<file path="config.mk">
export PLATFORM = sky130hd
export DESIGN_NAME = uart_rx_fifo
export DESIGN_NICKNAME = d
export VERILOG_FILES = /design/src/rtl/uart_pkg.sv /design/src/rtl/uart_rx_core.sv /design/src/rtl/uart_rx_fifo.sv
export SDC_FILE = /design/constraint.sdc
export NUM_CORES = 1
export LEC_CHECK = 0
export CORE_ASPECT_RATIO = 0.9
export CORE_MARGIN = 5
export CORE_UTILIZATION = 45
export CTS_CLUSTER_DIAMETER = 150
export DETAILED_ROUTE_END_ITERATION = 6
export PLACE_DENSITY = 0.69
export SETUP_SLACK_MARGIN = 0.2
export SLEW_MARGIN = 20
export SYNTH_ARGS = -nofsm -noshare
export SYNTH_HDL_FRONTEND = slang
export SYNTH_SLANG_ARGS = --single-unit
</file>
<file path="constraint.sdc">
create_clock -name i_clk -period 2.7 [get_ports i_clk]
set_input_delay 0.54 -clock i_clk [delete_from_list [all_inputs] [get_ports i_clk]]
set_output_delay 0.54 -clock i_clk [all_outputs]
set_load 0.01 [all_outputs]
</file>
<file path="src/rtl/uart_pkg.sv">
// uart_pkg -- shared definitions for the UART receive path.
//   DATA_BITS  : payload bits per 8N1 frame
//   rx_state_e : receiver FSM states
//   baud_div() : bit period in clock cycles, rounded to nearest
package uart_pkg;

  localparam int DATA_BITS = 8;

  typedef enum logic [2:0] {
    IDLE,
    START,
    DATA,
    STOP,
    BREAK
  } rx_state_e;

  function automatic int baud_div(input int clk_hz, input int baud);
    return (clk_hz + baud / 2) / baud;
  endfunction

endpackage

</file>
<file path="src/rtl/uart_rx_core.sv">
// uart_rx_core -- 8N1 deserialiser: 2-flop synchroniser, receiver FSM and
// bit-period counter.
// Ports:
//   i_clk, i_rst_n : clock, asynchronous active-low reset
//   i_rx           : raw serial line, asynchronous, idles high
//   o_byte         : last assembled byte (valid while o_done is high)
//   o_done         : 1-cycle pulse in the cycle the stop bit samples high
//   o_frame_err    : registered 1-cycle pulse after a stop bit samples low
module uart_rx_core
  import uart_pkg::*;
#(
  parameter int DIV = 104
) (
  input  logic                 i_clk,
  input  logic                 i_rst_n,
  input  logic                 i_rx,
  output logic [DATA_BITS-1:0] o_byte,
  output logic                 o_done,
  output logic                 o_frame_err
);

  localparam int CNT_W = $clog2(DIV) + 1;
  localparam int IDX_W = $clog2(DATA_BITS);
  localparam logic [CNT_W-1:0] HALF_LOAD = CNT_W'(DIV / 2 - 1);
  localparam logic [CNT_W-1:0] FULL_LOAD = CNT_W'(DIV - 1);
  localparam logic [IDX_W-1:0] LAST_BIT  = IDX_W'(DATA_BITS - 1);

  logic                 r_sync1, r_sync2, r_sync_prev;
  rx_state_e            r_state, w_state_nxt;
  logic [CNT_W-1:0]     r_cnt, w_cnt_nxt;
  logic [IDX_W-1:0]     r_bit_idx, w_bit_idx_nxt;
  logic [DATA_BITS-1:0] r_shift, w_shift_nxt;
  logic                 r_frame_err, w_frame_err_nxt;
  logic                 w_tc, w_fall;

  // r_sync_prev holds the previous synchronised level so a start is a true
  // 1->0 transition; all three reset high so a low line at release is not a start.
  // NOTE: sequential state uses non-blocking (<=) so every flop samples
  // pre-edge values and the order of statements does not matter.
  always_ff @(posedge i_clk or negedge i_rst_n) begin
    if (!i_rst_n) begin
      r_sync1     <= 1'b1;
      r_sync2     <= 1'b1;
      r_sync_prev <= 1'b1;
      r_state     <= IDLE;
      r_cnt       <= '0;
      r_bit_idx   <= '0;
      r_shift     <= '0;
      r_frame_err <= 1'b0;
    end else begin
      r_sync1     <= i_rx;
      r_sync2     <= r_sync1;
      r_sync_prev <= r_sync2;
      r_state     <= w_state_nxt;
      r_cnt       <= w_cnt_nxt;
      r_bit_idx   <= w_bit_idx_nxt;
      r_shift     <= w_shift_nxt;
      r_frame_err <= w_frame_err_nxt;
    end
  end

  assign w_tc   = (r_cnt == '0);
  assign w_fall = r_sync_prev & ~r_sync2;

  // NOTE: every signal gets a default before the case statement, so no
  // path leaves a value unassigned and no latch is inferred.
  always_comb begin
    w_state_nxt     = r_state;
    w_cnt_nxt       = w_tc ? r_cnt : r_cnt - 1'b1;
    w_bit_idx_nxt   = r_bit_idx;
    w_shift_nxt     = r_shift;
    w_frame_err_nxt = 1'b0;
    o_done          = 1'b0;

    case (r_state)
      IDLE: begin
        if (w_fall) begin
          w_cnt_nxt   = HALF_LOAD;
          w_state_nxt = START;
        end
      end
      START: begin
        if (w_tc) begin
          if (!r_sync2) begin
            w_cnt_nxt     = FULL_LOAD;
            w_bit_idx_nxt = '0;
            w_state_nxt   = DATA;
          end else begin
            w_state_nxt = IDLE;  // glitch shorter than half a bit
          end
        end
      end
      DATA: begin
        if (w_tc) begin
          w_shift_nxt = {r_sync2, r_shift[DATA_BITS-1:1]};  // LSB arrives first
          w_cnt_nxt   = FULL_LOAD;
          if (r_bit_idx == LAST_BIT) begin
            w_state_nxt = STOP;
          end else begin
            w_bit_idx_nxt = r_bit_idx + 1'b1;
          end
        end
      end
      STOP: begin
        if (w_tc) begin
          if (r_sync2) begin
            o_done      = 1'b1;
            w_state_nxt = IDLE;
          end else begin
            w_frame_err_nxt = 1'b1;
            w_state_nxt     = BREAK;
          end
        end
      end
      BREAK: begin
        if (r_sync2) w_state_nxt = IDLE;
      end
      default: w_state_nxt = IDLE;
    endcase
  end

  assign o_byte      = r_shift;
  assign o_frame_err = r_frame_err;

endmodule

</file>
<file path="src/rtl/uart_rx_fifo.sv">
// uart_rx_fifo -- UART receiver with a show-ahead byte FIFO and RTS flow
// control, feeding the character interpreter over valid/ready.
// Optional feature macro: UART_RX_RTS_EN (drives o_rts_n from the free count;
// when undefined o_rts_n is tied low).
// Ports:
//   i_clk, i_rst_n : clock, asynchronous active-low reset
//   i_rx           : serial line from host, idles high
//   o_char         : head-of-FIFO byte, 8'h00 when empty
//   o_valid        : FIFO not empty
//   i_ready        : consumer takes o_char this cycle
//   o_frame_err    : 1-cycle pulse, stop bit sampled low
//   o_overrun      : 1-cycle pulse, good byte dropped on a full FIFO
//   o_rts_n        : active-low request-to-send
module uart_rx_fifo
  import uart_pkg::*;
#(
  parameter int CLK_HZ     = 12000000,
  parameter int BAUD       = 115200,
  parameter int DEPTH      = 16,
  parameter int RTS_MARGIN = 4
) (
  input  logic       i_clk,
  input  logic       i_rst_n,
  input  logic       i_rx,
  output logic [7:0] o_char,
  output logic       o_valid,
  input  logic       i_ready,
  output logic       o_frame_err,
  output logic       o_overrun,
  output logic       o_rts_n
);

  localparam int DIV = baud_div(CLK_HZ, BAUD);
  localparam int AW  = $clog2(DEPTH);
  localparam int PW  = AW + 1;

  logic [DATA_BITS-1:0] w_rx_byte;
  logic                 w_rx_done;

  uart_rx_core #(
    .DIV (DIV)
  ) u_core (
    .i_clk       (i_clk),
    .i_rst_n     (i_rst_n),
    .i_rx        (i_rx),
    .o_byte      (w_rx_byte),
    .o_done      (w_rx_done),
    .o_frame_err (o_frame_err)
  );

  logic [PW-1:0] r_wr_ptr, r_rd_ptr, w_wr_ptr_nxt, w_rd_ptr_nxt;
  logic [7:0]    r_mem [DEPTH];
  logic          w_empty, w_full, w_pop, w_push, w_drop;
  logic          r_overrun;

  // Extra MSB on each pointer distinguishes full from empty.
  assign w_empty = (r_wr_ptr == r_rd_ptr);
  assign w_full  = (r_wr_ptr[AW-1:0] == r_rd_ptr[AW-1:0]) &&
                   (r_wr_ptr[AW] != r_rd_ptr[AW]);
  assign w_pop   = ~w_empty & i_ready;
  // A push onto a full FIFO is fine when the head leaves on the same edge:
  // the write lands in the slot being vacated.
  assign w_push  = w_rx_done & (~w_full | w_pop);
  assign w_drop  = w_rx_done & w_full & ~w_pop;

  assign w_wr_ptr_nxt = w_push ? r_wr_ptr + 1'b1 : r_wr_ptr;
  assign w_rd_ptr_nxt = w_pop  ? r_rd_ptr + 1'b1 : r_rd_ptr;

  always_ff @(posedge i_clk or negedge i_rst_n) begin
    if (!i_rst_n) begin
      r_wr_ptr  <= '0;
      r_rd_ptr  <= '0;
      r_overrun <= 1'b0;
    end else begin
      r_wr_ptr  <= w_wr_ptr_nxt;
      r_rd_ptr  <= w_rd_ptr_nxt;
      r_overrun <= w_drop;
    end
  end

  // NOTE: the storage array has no reset; pointers define which entries are
  // live and o_char is gated while empty, so stale contents are never seen.
  always_ff @(posedge i_clk) begin
    if (w_push) r_mem[r_wr_ptr[AW-1:0]] <= w_rx_byte;
  end

  assign o_valid   = ~w_empty;
  assign o_char    = w_empty ? 8'h00 : r_mem[r_rd_ptr[AW-1:0]];
  assign o_overrun = r_overrun;

`ifdef UART_RX_RTS_EN
  logic [PW-1:0] w_count_nxt, w_free_nxt;
  logic          r_rts_n;

  // Registered from the post-update occupancy, level based.
  assign w_count_nxt = w_wr_ptr_nxt - w_rd_ptr_nxt;
  assign w_free_nxt  = PW'(DEPTH) - w_count_nxt;

  always_ff @(posedge i_clk or negedge i_rst_n) begin
    if (!i_rst_n) r_rts_n <= 1'b0;
    else          r_rts_n <= (int'(w_free_nxt) <= RTS_MARGIN);
  end

  assign o_rts_n = r_rts_n;
`else
  assign o_rts_n = 1'b0;
`endif

endmodule
</file>
==> results.md <==
* Final net count at 498
* GRT Total Usage at roughly 17%
* Total CTS buffers at 17
* Actual slew at the worst max-slew pin at approximately 0.85 ns
* Top cells by area, synth: edfxtp_1 (55%), dfrtp_1 (12%), mux4_2 (6.1%), mux2i_1 (4.0%), mux2_2 (2.3%)
* Seq/Total Area, Yosys at slightly below 70%
* Share of flip-flops with an asynchronous set or reset at 22.4%
* Synth Area per Inst at 16.5 µm²
* Commonest non-fill, non-tap cell in the layout: edfxtp_1
* Cell taking the most area after synthesis: edfxtp_1
* Reg power frac at between 30% and 40%
* Area grow syn2layout at 23.9%
* Antenna violations before repair at 0
* WL/cell at 20.5 µm
* Number of global-route vias before repair at 3,975
* Drt initial violations at 280
* Crit path max fanout at 5
* FP Rows at 43
* Hpwl dp at 9060 µm
* Die Span X at 141 µm
* Tcrit/Tclk final at 101%
* Net Switching at about 2600 µW
* Synth warnings at 0
* Post-route antenna net violation count at 0
* Setup CP Type: flip-flop to primary output
* Non-Filler Instances at 699
* Drt drc at 0
* Total routed wirelength at approximately 14,000 µm
* Min Clock Period, post-route at around 2.7 ns
* Net Sw Frac at 31.0%
* First-pass GRT wire length at around 23,000 µm
* Final hold viol count at 0
* Dpl cells at roughly 650
* RSZ-0062 raised after global routing: true
* Final setup violation count at 1
* Clk sinks at 165
* CP max stage delay at 0.50 ns
* Clock slew at reported path FFs at 0.06 ns
* Slew HR at 43.4%
* Ant. Diodes at 0
* Startpoint types: flip-flop
* WP data required at 2.16 ns
* Most used cell, CP: mux4_2
* Clk root buf: clkbuf_16
* Violated checks: negative setup slack
* CTS tree: built
* Post-synth EDFFs at 128
* Power Dens Cells at approximately 990 mW/mm²
* Top-area cell type share of the netlist area at 55.2%
* Syn Nets at around 440
* Largest net degree at the start of global routing at 38
* Core area at 0.0153 mm²
* Max Clock Freq at about 370 MHz
* Yosys reg bits at 165
* Crit-path cells: buf_12, mux4_2, mux4_2, nor2b_4, buf_6
* Clk network pwr share at 28.8%
* Max_cap viols at 0
* DIE AREA at 0.0181 mm²
* Drt first pass iters at 4
* GP Congestion at 0.798
* Synth cell types at 58
* Initial core utilization at 45.4%
* Syn Inst Count at 422
* Most frequent cells in the layout: edfxtp_1 (128), buf_4 (32), dfrtp_1 (31), mux2i_1 (23), mux4_2 (19)
* Clock Tree Buf Depth at 2
* CTS H-tree depth at 4
* WHS at 0.220 ns
* Reg2reg setup slack at about 0.24 ns
* Critical Path AT at 2.20 ns
* Grt total ovfl at 0
* Final max-slew violation count at 0
* Status: finished, violations left
* Share of cells above drive strength 1 at 37.0%
* IO Pins at 16
* Static leakage at 0.00311 µW
* VDD IR-drop max at approximately 0.43 mV
* End of the worst register-to-register path: r_rd_ptr[1]
* Worst Slack Setup Final at -0.0397 ns
* Worst hold path type: input pin to asynchronous set/reset pin
* Slowest library cell on the worst path: mux4_2
* Cts hold-fix bufs at 0
* CP Capture Type: primary output
* Reg2reg start: r_rd_ptr[0]
* Skew-Pair Late Insertion Delay at between 0.4 and 0.5 ns
* Vias at 3,836
* Combinational Power Share at 35.1%
* Cells on worst reg2reg path at 13
* IO Port Bufs at 14
* Internal at around 6000 µW
* Die H at 128 µm
* Post-synthesis instance area at 0.00697 mm²
* Vias per cell at 5.49
* Prevailing post-synth register cell: edfxtp_1
* Setup Skew at 0.00816 ns
## what timing repair did
item,4_1_cts,5_1_grt
setup endpoints to repair,15,86
gates resized for setup,99,24
gates cloned,1,0
setup buffers,11,7
pin swaps,21,14
## synth_stat cells (10+ instances only)
cell type / instances
a21oi_1: 14
a221oi_1: 14
and3_1: 14
dfrtp_1: 34
edfxtp_1: 128
ha_1: 10
mux2_2: 14
mux2i_1: 28
mux4_2: 19
nor2_1: 10
o21ai_0: 14
xnor2_1: 11
## worst max-delay path by stage
stage                       to       startpoint  slack (ns)  depth (start not counted)
6_report             o_char[7]      r_rd_ptr[0]       -0.04                          5
5_1_grt              o_char[7]      r_rd_ptr[0]       -0.08                          5
4_1_cts              o_char[7]      r_rd_ptr[0]       -0.04                          5
3_5_place_dp         o_char[3]      r_rd_ptr[1]       -0.19                          7
3_3_place_gp         o_char[2]      r_rd_ptr[1]       -0.21                          7
2_1_floorplan  u_core.r_cnt[0]  u_core.r_cnt[0]        0.38                         11
## worst max-delay path: cells and delay by family (launching register included)
family | cells | cell delay, ns
flip-flops | 1 | 0.41
AND/OR/NAND/NOR | 1 | 0.15
multiplexers | 2 | 0.98
buffers and inverters | 2 | 0.24
## cell families after synthesis
| logic type | share of synthesized area, % |
|---|---|
| AOI/OAI and AO/OA | 6.57 |
| xor gates and xnor gates | 2.01 |
| adders and majority gates | 1.80 |
| buffers and inverters | 2.12 |
| DFF | 68.5 |
| muxes | 12.4 |
| other | 0.0538 |
| and+or+nand+nor | 6.52 |
## per-layer routing
layer	share of wire, %	track usage (%)
met2	49	26.9
met3	5.5	4.18
met4	2.1	6.15
met5	0	0
met1	44	22.3
## flip-flops by register name (all words and copies together), names as in the netlist
signal and flops:
o_overrun 1, u_core.o_byte 8, u_core.r_cnt 8, r_mem 128, r_rd_ptr 5, u_core.r_bit_idx 3
u_core.r_state 3, u_core.r_sync_prev 1, u_core.r_sync1 1, r_wr_ptr 5, u_core.r_sync2 1, u_core.o_frame_err 1
## through the flow
step                setup TNS [ns]  area, µm²  worst slack [ns]  power (µW)  util [%]
finish                     -0.0397       8630           -0.0397        8520      56.3
global route                -0.425       8630           -0.0788        8940      56.3
CTS                        -0.0453       8470           -0.0405        8300      55.2
detailed placement          -0.933       7470            -0.194        5370      48.7
global placement             -1.11       7470            -0.215        5310      48.7
floorplan                        0       6970             0.375        4550         -
## power groups by stage
stage | sequential (µW) | combinational [µW] | clock [µW]
after floorplan | 3030 | 1520 | 0
after global placement | 3120 | 2190 | 0
after detailed placement | 3130 | 2240 | 0
after CTS | 3070 | 2770 | 2460
after global routing | 3100 | 3240 | 2600
final | 3080 | 2990 | 2450
## cell type report
cell class | instances | area [µm²]
Clock buffer | 17 | 425
Clock inverter | 15 | 180
Fill cell | 1148 | 6700
Inverter | 10 | 41.3
Multi-Input combinational cell | 227 | 2380
Sequential cell | 165 | 4780
Tap cell | 202 | 253
Timing Repair Buffer | 63 | 578
No activity file was read; power rests on OpenSTA's default activity.
